File: config.mk
export PLATFORM = sky130hd
export DESIGN_NAME = wb_arbiter_flat
export DESIGN_NICKNAME = d
export VERILOG_FILES = /design/src/rtl/wb_arbiter_if.sv /design/src/rtl/wb_arbiter.sv /design/src/flat_wrapper.sv
export SDC_FILE = /design/constraint.sdc
export NUM_CORES = 1
export LEC_CHECK = 0
export ABC_AREA = 1
export BUFFER_PORTS_ARGS = -buffer_cell sky130_fd_sc_hd__buf_2
export CAP_MARGIN = 10
export CORE_AREA = 4 4 122 124
export CTS_BUF_LIST = sky130_fd_sc_hd__clkbuf_4 sky130_fd_sc_hd__clkbuf_8 sky130_fd_sc_hd__clkbuf_16
export CTS_CLUSTER_SIZE = 14
export DETAILED_ROUTE_END_ITERATION = 10
export DIE_AREA = 0 0 126 128
export GPL_TIMING_DRIVEN = 0
export PLACE_DENSITY = 0.42
export SLEW_MARGIN = 0
export SYNTH_ARGS = -nofsm -noshare
export SYNTH_HDL_FRONTEND = slang
export SYNTH_SLANG_ARGS = --single-unit
File: constraint.sdc
create_clock -name i_CLK -period 1.1 [get_ports i_CLK]
set_input_delay 0.11 -clock i_CLK [delete_from_list [all_inputs] [get_ports i_CLK]]
set_output_delay 0.11 -clock i_CLK [all_outputs]
set_load 0.05 [all_outputs]
File: src/rtl/wb_arbiter_if.sv
// wb_arbiter_if: bus bundle for wb_arbiter. It carries the requester-side ports (i_s_*/o_s_*),
// the shared master port (o_m_*/i_m_*), and the status outputs o_GNT/o_BUSY.
// Signal names keep the arbiter's point of view: i_* are driven into the arbiter.
interface wb_arbiter_if #(
    parameter int unsigned N_MASTERS  = 2,
    parameter int unsigned DATA_WIDTH = 32,
    parameter int unsigned ADDR_WIDTH = 32
);
    // Requester side
    logic [N_MASTERS-1:0]                 i_s_CYC;
    logic [N_MASTERS-1:0]                 i_s_STB;
    logic [N_MASTERS-1:0]                 i_s_WE;
    logic [N_MASTERS-1:0][ADDR_WIDTH-1:0] i_s_ADDR;
    logic [N_MASTERS-1:0][DATA_WIDTH-1:0] i_s_DATA;
    logic [N_MASTERS-1:0][3:0]            i_s_SEL;
    logic [N_MASTERS-1:0][DATA_WIDTH-1:0] o_s_DATA;
    logic [N_MASTERS-1:0]                 o_s_ACK;
    logic [N_MASTERS-1:0]                 o_s_ERR;

    // Shared bus toward the interconnect
    logic [ADDR_WIDTH-1:0]                o_m_ADDR;
    logic [DATA_WIDTH-1:0]                o_m_DATA;
    logic [3:0]                           o_m_SEL;
    logic                                 o_m_WE;
    logic                                 o_m_CYC;
    logic                                 o_m_STB;
    logic [DATA_WIDTH-1:0]                i_m_DATA;
    logic                                 i_m_ACK;

    // Status
    logic [N_MASTERS-1:0]                 o_GNT;
    logic                                 o_BUSY;

    // Arbiter side: presents a slave port to each requester.
    modport slave (
        input  i_s_CYC, i_s_STB, i_s_WE, i_s_ADDR, i_s_DATA, i_s_SEL,
        input  i_m_DATA, i_m_ACK,
        output o_s_DATA, o_s_ACK, o_s_ERR,
        output o_m_ADDR, o_m_DATA, o_m_SEL, o_m_WE, o_m_CYC, o_m_STB,
        output o_GNT, o_BUSY
    );

    // Environment side: requesters plus the downstream slave.
    modport master (
        output i_s_CYC, i_s_STB, i_s_WE, i_s_ADDR, i_s_DATA, i_s_SEL,
        output i_m_DATA, i_m_ACK,
        input  o_s_DATA, o_s_ACK, o_s_ERR,
        input  o_m_ADDR, o_m_DATA, o_m_SEL, o_m_WE, o_m_CYC, o_m_STB,
        input  o_GNT, o_BUSY
    );
endinterface

File: src/rtl/wb_arbiter.sv
// wb_arbiter: round-robin Wishbone arbiter. It shares one master port among N_MASTERS
// requesters and holds the grant for the winner's whole CYC tenure.
// Define WB_ARB_TIMEOUT_EN to build the stall-timeout counter and the ERR abort state.
// Without that define, a stalled slave keeps the grant and o_s_ERR stays 0.
module wb_arbiter #(
    parameter int unsigned N_MASTERS      = 2,
    parameter int unsigned DATA_WIDTH     = 32,
    parameter int unsigned ADDR_WIDTH     = 32,
    parameter int unsigned TIMEOUT_CYCLES = 255
) (
    input  logic        i_CLK,
    input  logic        i_RSTN,
    wb_arbiter_if.slave bus
);
    localparam int unsigned IdxW = (N_MASTERS > 1) ? $clog2(N_MASTERS) : 1;

    if (N_MASTERS < 2 || N_MASTERS > 8) begin : g_bad_n_masters
        $error("wb_arbiter: N_MASTERS must be in 2..8");
    end
    if (TIMEOUT_CYCLES < 1 || TIMEOUT_CYCLES > 65535) begin : g_bad_timeout
        $error("wb_arbiter: TIMEOUT_CYCLES must be in 1..65535");
    end

`ifdef WB_ARB_TIMEOUT_EN
    localparam int unsigned CntW = $clog2(TIMEOUT_CYCLES + 1);
    typedef enum logic [1:0] {StIdle, StOwned, StErr} state_e;
`else
    typedef enum logic [0:0] {StIdle, StOwned} state_e;
`endif

    state_e               state_q;
    logic [N_MASTERS-1:0] gnt_q;
    logic [IdxW-1:0]      win_q;
    logic [IdxW-1:0]      last_q;

    logic [N_MASTERS-1:0] req;
    logic                 pick_found;
    logic [IdxW-1:0]      pick_idx;
    logic [IdxW-1:0]      cand;
    logic                 win_cyc;
    logic                 win_stb;

    assign req     = bus.i_s_CYC & bus.i_s_STB;
    assign win_cyc = bus.i_s_CYC[win_q];
    assign win_stb = bus.i_s_STB[win_q];

`ifdef WB_ARB_TIMEOUT_EN
    logic [CntW-1:0] cnt_q;
    logic            stall;

    assign stall = win_stb & ~bus.i_m_ACK;
`endif

    // Round-robin search starting one past the last owner, wrapping modulo N_MASTERS.
    always_comb begin
        pick_found = 1'b0;
        pick_idx   = '0;
        cand       = '0;
        for (int unsigned k = 1; k <= N_MASTERS; k++) begin
            cand = IdxW'((32'(last_q) + k) % N_MASTERS);
            if (!pick_found && req[cand]) begin
                pick_found = 1'b1;
                pick_idx   = cand;
            end
        end
    end

    // Bus steering: mirror the winner while OWNED, route ACK/data/ERR to the winner only.
    always_comb begin
        bus.o_m_ADDR = '0;
        bus.o_m_DATA = '0;
        bus.o_m_SEL  = '0;
        bus.o_m_WE   = 1'b0;
        bus.o_m_CYC  = 1'b0;
        bus.o_m_STB  = 1'b0;
        bus.o_s_DATA = '0;
        bus.o_s_ACK  = '0;
        bus.o_s_ERR  = '0;
        if (state_q == StOwned) begin
            bus.o_m_ADDR          = bus.i_s_ADDR[win_q];
            bus.o_m_DATA          = bus.i_s_DATA[win_q];
            bus.o_m_SEL           = bus.i_s_SEL[win_q];
            bus.o_m_WE            = bus.i_s_WE[win_q];
            bus.o_m_CYC           = win_cyc;
            bus.o_m_STB           = win_stb;
            bus.o_s_ACK[win_q]    = bus.i_m_ACK;
            bus.o_s_DATA[win_q]   = bus.i_m_DATA;
        end
`ifdef WB_ARB_TIMEOUT_EN
        if (state_q == StErr) begin
            bus.o_s_ERR[win_q] = 1'b1;
        end
`endif
    end

    assign bus.o_GNT  = gnt_q;
    assign bus.o_BUSY = (state_q != StIdle);

    // Arbitration FSM with registered grant, round-robin pointer and stall counter.
    always_ff @(posedge i_CLK) begin
        if (!i_RSTN) begin
            state_q <= StIdle;
            gnt_q   <= '0;
            win_q   <= '0;
            last_q  <= IdxW'(N_MASTERS - 1);
`ifdef WB_ARB_TIMEOUT_EN
            cnt_q   <= '0;
`endif
        end else begin
            unique case (state_q)
                StIdle: begin
                    if (pick_found) begin
                        state_q <= StOwned;
                        win_q   <= pick_idx;
                        gnt_q   <= N_MASTERS'(1) << pick_idx;
                    end
                end
                StOwned: begin
                    // Dropping CYC ends the tenure, with or without a final ACK.
                    if (!win_cyc) begin
                        state_q <= StIdle;
                        gnt_q   <= '0;
                        last_q  <= win_q;
                    end
`ifdef WB_ARB_TIMEOUT_EN
                    else if (stall) begin
                        if (cnt_q != CntW'(TIMEOUT_CYCLES)) begin
                            cnt_q <= cnt_q + 1'b1;
                        end
                        // Counter reaches the limit on this edge; an ACK would have cleared stall.
                        if (cnt_q >= CntW'(TIMEOUT_CYCLES - 1)) begin
                            state_q <= StErr;
                        end
                    end
                    if (!win_cyc || !stall) begin
                        cnt_q <= '0;
                    end
`endif
                end
`ifdef WB_ARB_TIMEOUT_EN
                StErr: begin
                    state_q <= StIdle;
                    gnt_q   <= '0;
                    last_q  <= win_q;
                    cnt_q   <= '0;
                end
`endif
                default: begin
                    state_q <= StIdle;
                end
            endcase
        end
    end
endmodule

File: src/flat_wrapper.sv
// flat-port wrapper written by rule: the top's interface ports become plain ports
module wb_arbiter_flat 
#(
    parameter int unsigned N_MASTERS      = 2,
    parameter int unsigned DATA_WIDTH     = 32,
    parameter int unsigned ADDR_WIDTH     = 32,
    parameter int unsigned TIMEOUT_CYCLES = 255
)
  (i_CLK, i_RSTN, bus_i_s_CYC, bus_i_s_STB, bus_i_s_WE, bus_i_s_ADDR, bus_i_s_DATA, bus_i_s_SEL, bus_i_m_DATA, bus_i_m_ACK, bus_o_s_DATA, bus_o_s_ACK, bus_o_s_ERR, bus_o_m_ADDR, bus_o_m_DATA, bus_o_m_SEL, bus_o_m_WE, bus_o_m_CYC, bus_o_m_STB, bus_o_GNT, bus_o_BUSY);
  wb_arbiter_if #(.N_MASTERS(N_MASTERS), .DATA_WIDTH(DATA_WIDTH), .ADDR_WIDTH(ADDR_WIDTH)) bus_i ();
  input  logic i_CLK;
  input  logic i_RSTN;
  input wire logic [$bits(bus_i.i_s_CYC)-1:0] bus_i_s_CYC;
  input wire logic [$bits(bus_i.i_s_STB)-1:0] bus_i_s_STB;
  input wire logic [$bits(bus_i.i_s_WE)-1:0] bus_i_s_WE;
  input wire logic [$bits(bus_i.i_s_ADDR)-1:0] bus_i_s_ADDR;
  input wire logic [$bits(bus_i.i_s_DATA)-1:0] bus_i_s_DATA;
  input wire logic [$bits(bus_i.i_s_SEL)-1:0] bus_i_s_SEL;
  input wire logic [$bits(bus_i.i_m_DATA)-1:0] bus_i_m_DATA;
  input wire logic [$bits(bus_i.i_m_ACK)-1:0] bus_i_m_ACK;
  output wire logic [$bits(bus_i.o_s_DATA)-1:0] bus_o_s_DATA;
  output wire logic [$bits(bus_i.o_s_ACK)-1:0] bus_o_s_ACK;
  output wire logic [$bits(bus_i.o_s_ERR)-1:0] bus_o_s_ERR;
  output wire logic [$bits(bus_i.o_m_ADDR)-1:0] bus_o_m_ADDR;
  output wire logic [$bits(bus_i.o_m_DATA)-1:0] bus_o_m_DATA;
  output wire logic [$bits(bus_i.o_m_SEL)-1:0] bus_o_m_SEL;
  output wire logic [$bits(bus_i.o_m_WE)-1:0] bus_o_m_WE;
  output wire logic [$bits(bus_i.o_m_CYC)-1:0] bus_o_m_CYC;
  output wire logic [$bits(bus_i.o_m_STB)-1:0] bus_o_m_STB;
  output wire logic [$bits(bus_i.o_GNT)-1:0] bus_o_GNT;
  output wire logic [$bits(bus_i.o_BUSY)-1:0] bus_o_BUSY;
  assign bus_i.i_s_CYC = bus_i_s_CYC;
  assign bus_i.i_s_STB = bus_i_s_STB;
  assign bus_i.i_s_WE = bus_i_s_WE;
  assign bus_i.i_s_ADDR = bus_i_s_ADDR;
  assign bus_i.i_s_DATA = bus_i_s_DATA;
  assign bus_i.i_s_SEL = bus_i_s_SEL;
  assign bus_i.i_m_DATA = bus_i_m_DATA;
  assign bus_i.i_m_ACK = bus_i_m_ACK;
  assign bus_o_s_DATA = bus_i.o_s_DATA;
  assign bus_o_s_ACK = bus_i.o_s_ACK;
  assign bus_o_s_ERR = bus_i.o_s_ERR;
  assign bus_o_m_ADDR = bus_i.o_m_ADDR;
  assign bus_o_m_DATA = bus_i.o_m_DATA;
  assign bus_o_m_SEL = bus_i.o_m_SEL;
  assign bus_o_m_WE = bus_i.o_m_WE;
  assign bus_o_m_CYC = bus_i.o_m_CYC;
  assign bus_o_m_STB = bus_i.o_m_STB;
  assign bus_o_GNT = bus_i.o_GNT;
  assign bus_o_BUSY = bus_i.o_BUSY;
  wb_arbiter #(.N_MASTERS(N_MASTERS), .DATA_WIDTH(DATA_WIDTH), .ADDR_WIDTH(ADDR_WIDTH), .TIMEOUT_CYCLES(TIMEOUT_CYCLES)) u_core (.i_CLK(i_CLK), .i_RSTN(i_RSTN), .bus(bus_i));
endmodule
# [Word level (Yosys, flattened, before mapping)]
# Index checks and enable logic that the tools add are counted.
[totals] reg_bits=5 in_bits=177 output_inout_bits=142 wordCells=62
[op_classes] n_addsub=2 magnitude_cmp=4 n_eq_ne=2 shift=1 muxes=38 bitwise=5 n_reduce_logical=6
[ops] op="$mux W32" n=7
[ops] op="$and A64 B64 Y64" n=1
[ops] op="$mux W64" n=1
[ops] op="$demux W32 S1" n=1
[ops] op="$mux W1" n=20
[ops] op="$mux W4" n=3
[ops] op="$lt A1 B2 Y1 const B" n=3
[ops] op="$mux W2" n=3
[ops] op="$reduce_and A2 Y1" n=3
[ops] op="$and A2 B2 Y2" n=2
[ops] op="$pmux W2 S2" n=1
[ops] op="$add A1 B1 Y1 const B" n=2
[ops] op="$logic_and A1 B1 Y1" n=2
[ops] op="$ne A2 B1 Y1 const B" n=1
[ops] op="$ne A2 B2 Y1 const B" n=1
[ops] op="$not A1 Y1" n=2
[ops] op="$pmux W1 S2" n=1
[ops] op="$shl A1 B1 Y2 const A" n=1
[ops] op="$demux W1 S1" n=1
[ops] op="$ge A1 B1 Y1 const B" n=1
[ops] op="$logic_not A1 Y1" n=1

# [Depth between registers and ports, before layout]
[logic_depth] depth_word=10 ltp_mapped=5 ltp_nobuf=5

# [Worst setup path after synthesis]
# OpenSTA, ideal clock, no wires.
[synth_timing] kind="flip-flop to output port" from="register u_core.state_q, in the netlist u_core.bus.o_BUSY" to="output bus_o_m_ADDR[0]" arrival_time_ns=1.851 t_required_ns=0.990 path_slack_ns=-0.861 path_stages_with_launch=4 n_path_buf=1 path_cell_list="dfxtp_1 inv_2 clkbuf_1 a21oi_1"
[synth_between] elab_chain_cells=1
[synth_lines] element="start, declared" line_no="wb_arbiter.sv:31" source="state_e state_q;"
[synth_lines] element="start signal, assigned" line_no="wb_arbiter.sv:102" source="state_q <= StIdle;"
[synth_lines] element="start signal, assigned" line_no="wb_arbiter.sv:113" source="state_q <= StOwned;"
[synth_lines] element="start signal, assigned" line_no="wb_arbiter.sv:121" source="state_q <= StIdle;"
[synth_lines] element="$mux W32" line_no="wb_arbiter.sv:79" source="if (state_q == StOwned) begin"
[synth_lines] element="end, declared" line_no="flat_wrapper.sv:24" source="output wire logic [$bits(bus_i.o_m_ADDR)-1:0] bus_o_m_ADDR;"
# Every way passes these cells.

# [Worst setup path after layout]
[layout_timing] from="register u_core.win_q" to="output bus_o_s_DATA[46]"
[layout_between] elab_chain_cells=6 word_cells_on_any_way=7 classes_between="order compare: 2; mux: 3; bitwise: 1; reduce/logical: 1"
[layout_lines] element="start, declared" line_no="wb_arbiter.sv:33" source="logic [IdxW-1:0] win_q;"
[layout_lines] element="start signal, assigned" line_no="wb_arbiter.sv:114" source="win_q <= pick_idx;"
[layout_lines] element="$lt A1 B2 Y1 (implied by the code) / $ge A1 B1 Y1 (equally long branches)" line_no="wb_arbiter.sv:87" source="bus.o_s_DATA[win_q] = bus.i_m_DATA;"
[layout_lines] element="$logic_and A1 B1 Y1 (implied by the code)" line_no="wb_arbiter.sv:87"
[layout_lines] element="$mux W32 (implied by the code)" line_no="wb_arbiter.sv:87"
[layout_lines] element="$demux W32 S1 *"
[layout_lines] element="$and A64 B64 Y64 (no source line) *"
[layout_lines] element="$mux W64 *" line_no="wb_arbiter.sv:79"
[layout_lines] element="end, declared" line_no="flat_wrapper.sv:21" source="output wire logic [$bits(bus_i.o_s_DATA)-1:0] bus_o_s_DATA;"
# Every way passes the cells marked *; elsewhere a longest branch is shown, timed or not.

==> impl_metrics.env <==
export IMPL_synthMuxAreaShare_pct=0
export IMPL_maxCapViolCount=0
export IMPL_num_rows=43
export IMPL_die_area_um2=16130
export IMPL_final_nets=879
export IMPL_synth_most_common_cell="nand2_1"
export IMPL_cts_made_buffers=3
export IMPL_drc=0
export IMPL_yosys_top_cells_area="nand2_1 35%, a21oi_1 23%, nor2_1 15%, inv_1 8.3%, buf_2 6.5%"
export IMPL_design_area_um2=6055
export IMPL_antenna_left=0
export IMPL_vias_per_cell=4.160
export IMPL_ctsHoldBuffers=0
export IMPL_cp_end_kind="primary output"
export IMPL_htree_levels=1
export IMPL_skew_ps=2.304
export IMPL_grt_overflow=0
export IMPL_drt_wl_total_um=13230
export IMPL_worstPathArrival_ps=1360
export IMPL_period_needed_ps=1469
export IMPL_status="finished with violations"
export IMPL_setup_worst_path_class="flop to primary output"
export IMPL_synth_top_family_by_area="simple AND/OR/NAND/NOR gates"
export IMPL_max_freq_mhz=680.9
export IMPL_cts_buffer_depth=2
export IMPL_grt_first_pass_wirelength_um=19040
export IMPL_synth_distinct_cells=12
export IMPL_coreArea_um2=13770
export IMPL_p_leak_nw=2.838
export IMPL_postSynthAreaPerCell_um2=4.349
export IMPL_cts_sinks=5
export IMPL_crit_chain="buf_12 -> nand2_8 -> clkbuf_16 -> nor2_4 -> buf_6"
export IMPL_syn_to_final_growth_pct=272.2
export IMPL_required_ps=990
export IMPL_r2r_cells=5
export IMPL_vias=3665
export IMPL_nFillCells=1347
export IMPL_rsz0062_at_grt="true"
export IMPL_yosysWarnings=0
export IMPL_min_period_over_period_pct=133.5
export IMPL_switchingPower_w=0.002087
export IMPL_cts_root_buf="clkbuf_16"
export IMPL_cp_slowest_cell="dfxtp_4"
export IMPL_max_stage_delay_ps=390
export IMPL_timing_rr_start="u_core.win_q"
export IMPL_internal_power_w=0.001884
export IMPL_crit_buf_inv=3
export IMPL_cp_top_family="buffers and inverters"
export IMPL_port_buffers=316
export IMPL_grt_total_usage_pct=14.21
export IMPL_path_clk_slew_ps=30
export IMPL_setup_ws_ps=-368.7
export IMPL_synth_commonest_cells="153 x nand2_1, 74 x a21oi_1, 66 x nor2_1"
export IMPL_drive_gt1_share_pct=73.04
export IMPL_syn_inst=374
export IMPL_initial_core_util_pct=11.81
export IMPL_ys_ff_latch=5
export IMPL_synth_xor_area_share_pct=0
export IMPL_postSynth_asyncResetShare_pct=0
export IMPL_grt_max_degree=11
export IMPL_dp_slack_ps=-498.1
export IMPL_cts_tree="built"
export IMPL_die_w_um=126
export IMPL_p_total_w=0.003971
export IMPL_gp_congestion=0.9669
export IMPL_first_global_vias=3809
export IMPL_ir_drop_v=0.0003898
export IMPL_synth_compound_area_share_pct=23.23
export IMPL_synth_ff_type="dfxtp_1"
export IMPL_whs_endpoint="u_core.last_q"
export IMPL_hp_class="input port to flop"
export IMPL_seqPwrFrac_pct=5.5
export IMPL_critPathMaxFanout=9
export IMPL_antenna_found_initial=0
export IMPL_synth_area_um2=1627
export IMPL_power_frac_comb_pct=78.6
export IMPL_die_height_um=128
export IMPL_hold_viol=0
export IMPL_dr_pass1_iters=4
export IMPL_ff2ff_setup_slack_ps=80
export IMPL_r2r_end="u_core.win_q"
export IMPL_placed_area_um2=4332
export IMPL_dpl_hpwl_um=10500
export IMPL_clockPowerShare_pct=15.8
export IMPL_n_antenna_cell=0
export IMPL_hp_start="i_RSTN"
export IMPL_fin_util_pct=43.96
export IMPL_holdPathStages=2
export IMPL_pin_count=319
export IMPL_ys_seq_area_share_pct=6.154
export IMPL_violations="negative setup slack"
export IMPL_wire_per_inst_um=15.01
export IMPL_synth_top_cell_by_area="nand2_1"
export IMPL_synth_enable_flop_cells=0
export IMPL_yosys_area_share_simple_pct=52.38
export IMPL_pwr_density_cell_nw_per_um2=655.8
export IMPL_cp_start_kind="flop"
export IMPL_synth_adder_area_share_pct=0
export IMPL_final_max_slew_violation_count=0
export IMPL_dr_first_iter_drc_count=55
export IMPL_synth_top_area_share_pct=35.31
export IMPL_insertion_delay_ps=230
export IMPL_switching_share_pct=52.55
export IMPL_setup_violations=137
## sequential cells by signal (all words and copies together), names as in the netlist
register / count
u_core.last_q: 1
u_core.bus.o_GNT: 2
u_core.win_q: 1
u_core.bus.o_BUSY: 1
## power groups by stage
stage	clock network (W)	logic [W]	registers (W)
6_report	0.000629	0.00312	0.000220
5_1_grt	0.000652	0.00329	0.000222
4_1_cts	0.000631	0.00300	0.000221
3_5_place_dp	0	0.00251	0.000211
3_3_place_gp	0	0.00250	0.000210
2_1_floorplan	0	0.00179	0.000239
## through the flow
| step | std cells | hold WS [ps] | TNS [ps] |
|---|---|---|---|
| global placement | 871 | 330.2 | -45850 |
| finish | 881 | 107.4 | -42740 |
| floorplan | 375 | 208.6 | -36990 |
| CTS | 877 | 113.4 | -44890 |
| global route | 881 | 114.7 | -50940 |
| detailed placement | 871 | 343.1 | -48270 |
## kinds of logic (layout without fill, tap and decap cells)
kind of cell	after synthesis	after routing
flip-flops	5	5
other	1	2
buffers and inverters	68	394
AO/OA/AOI/OAI	75	75
AND/OR/NAND/NOR	225	225
## final cells by class
cell class | instances | area [um^2] | share of cell area [%]
buffer | 30 | 475.5 | 7.853
clock buffer | 4 | 82.58 | 1.364
inverter | 38 | 157.7 | 2.604
multi-input combinational | 302 | 2395 | 39.55
sequential | 5 | 107.6 | 1.777
tap | 180 | 225.2 | 3.720
timing repair buffer | 322 | 2611 | 43.13
## cells in the final DEF, fill, tap and decap left out, types with 12 or more instances in the layout
cell / netlist / layout
a21oi_4: 0 / 69
buf_2: 21 / 178
buf_6: 0 / 129
buf_8: 0 / 23
clkbuf_16: 0 / 12
inv_1: 36 / 35
nand2_1: 153 / 132
nand2_2: 0 / 19
nor2_2: 0 / 27
nor2_4: 0 / 30
## timing repair
action                                 4_1_cts  5_1_grt
endpoints found under the hold margin        0        0
gates cloned                                 1        3
resized for setup                          386       88
setup endpoints to repair                  137      140
setup buffers                                1        1
## worst max path at each step
stage | start | end | cells past startpoint
3_5_place_dp | u_core.win_q | bus_o_s_DATA[49] | 5
4_1_cts | u_core.win_q | bus_o_m_DATA[29] | 5
6_report | u_core.win_q | bus_o_s_DATA[46] | 5
5_1_grt | u_core.win_q | bus_o_m_DATA[27] | 5
3_3_place_gp | u_core.win_q | bus_o_s_DATA[49] | 5
2_1_floorplan | u_core.bus.o_BUSY | bus_o_s_DATA[10] | 3
## per-layer routing
| layer | vias up | GRT usage (%) | wire [um] |
|---|---|---|---|
| met3 | 13 | 3.375 | 1052 |
| li1 | 1797 | - | - |
| met1 | 1680 | 14.41 | 4521 |
| met2 | 175 | 29.23 | 7417 |
| met5 | - | 0 | 0 |
| met4 | 0 | 2.713 | 234 |
Note: power is estimated with default switching activity, not from simulation.
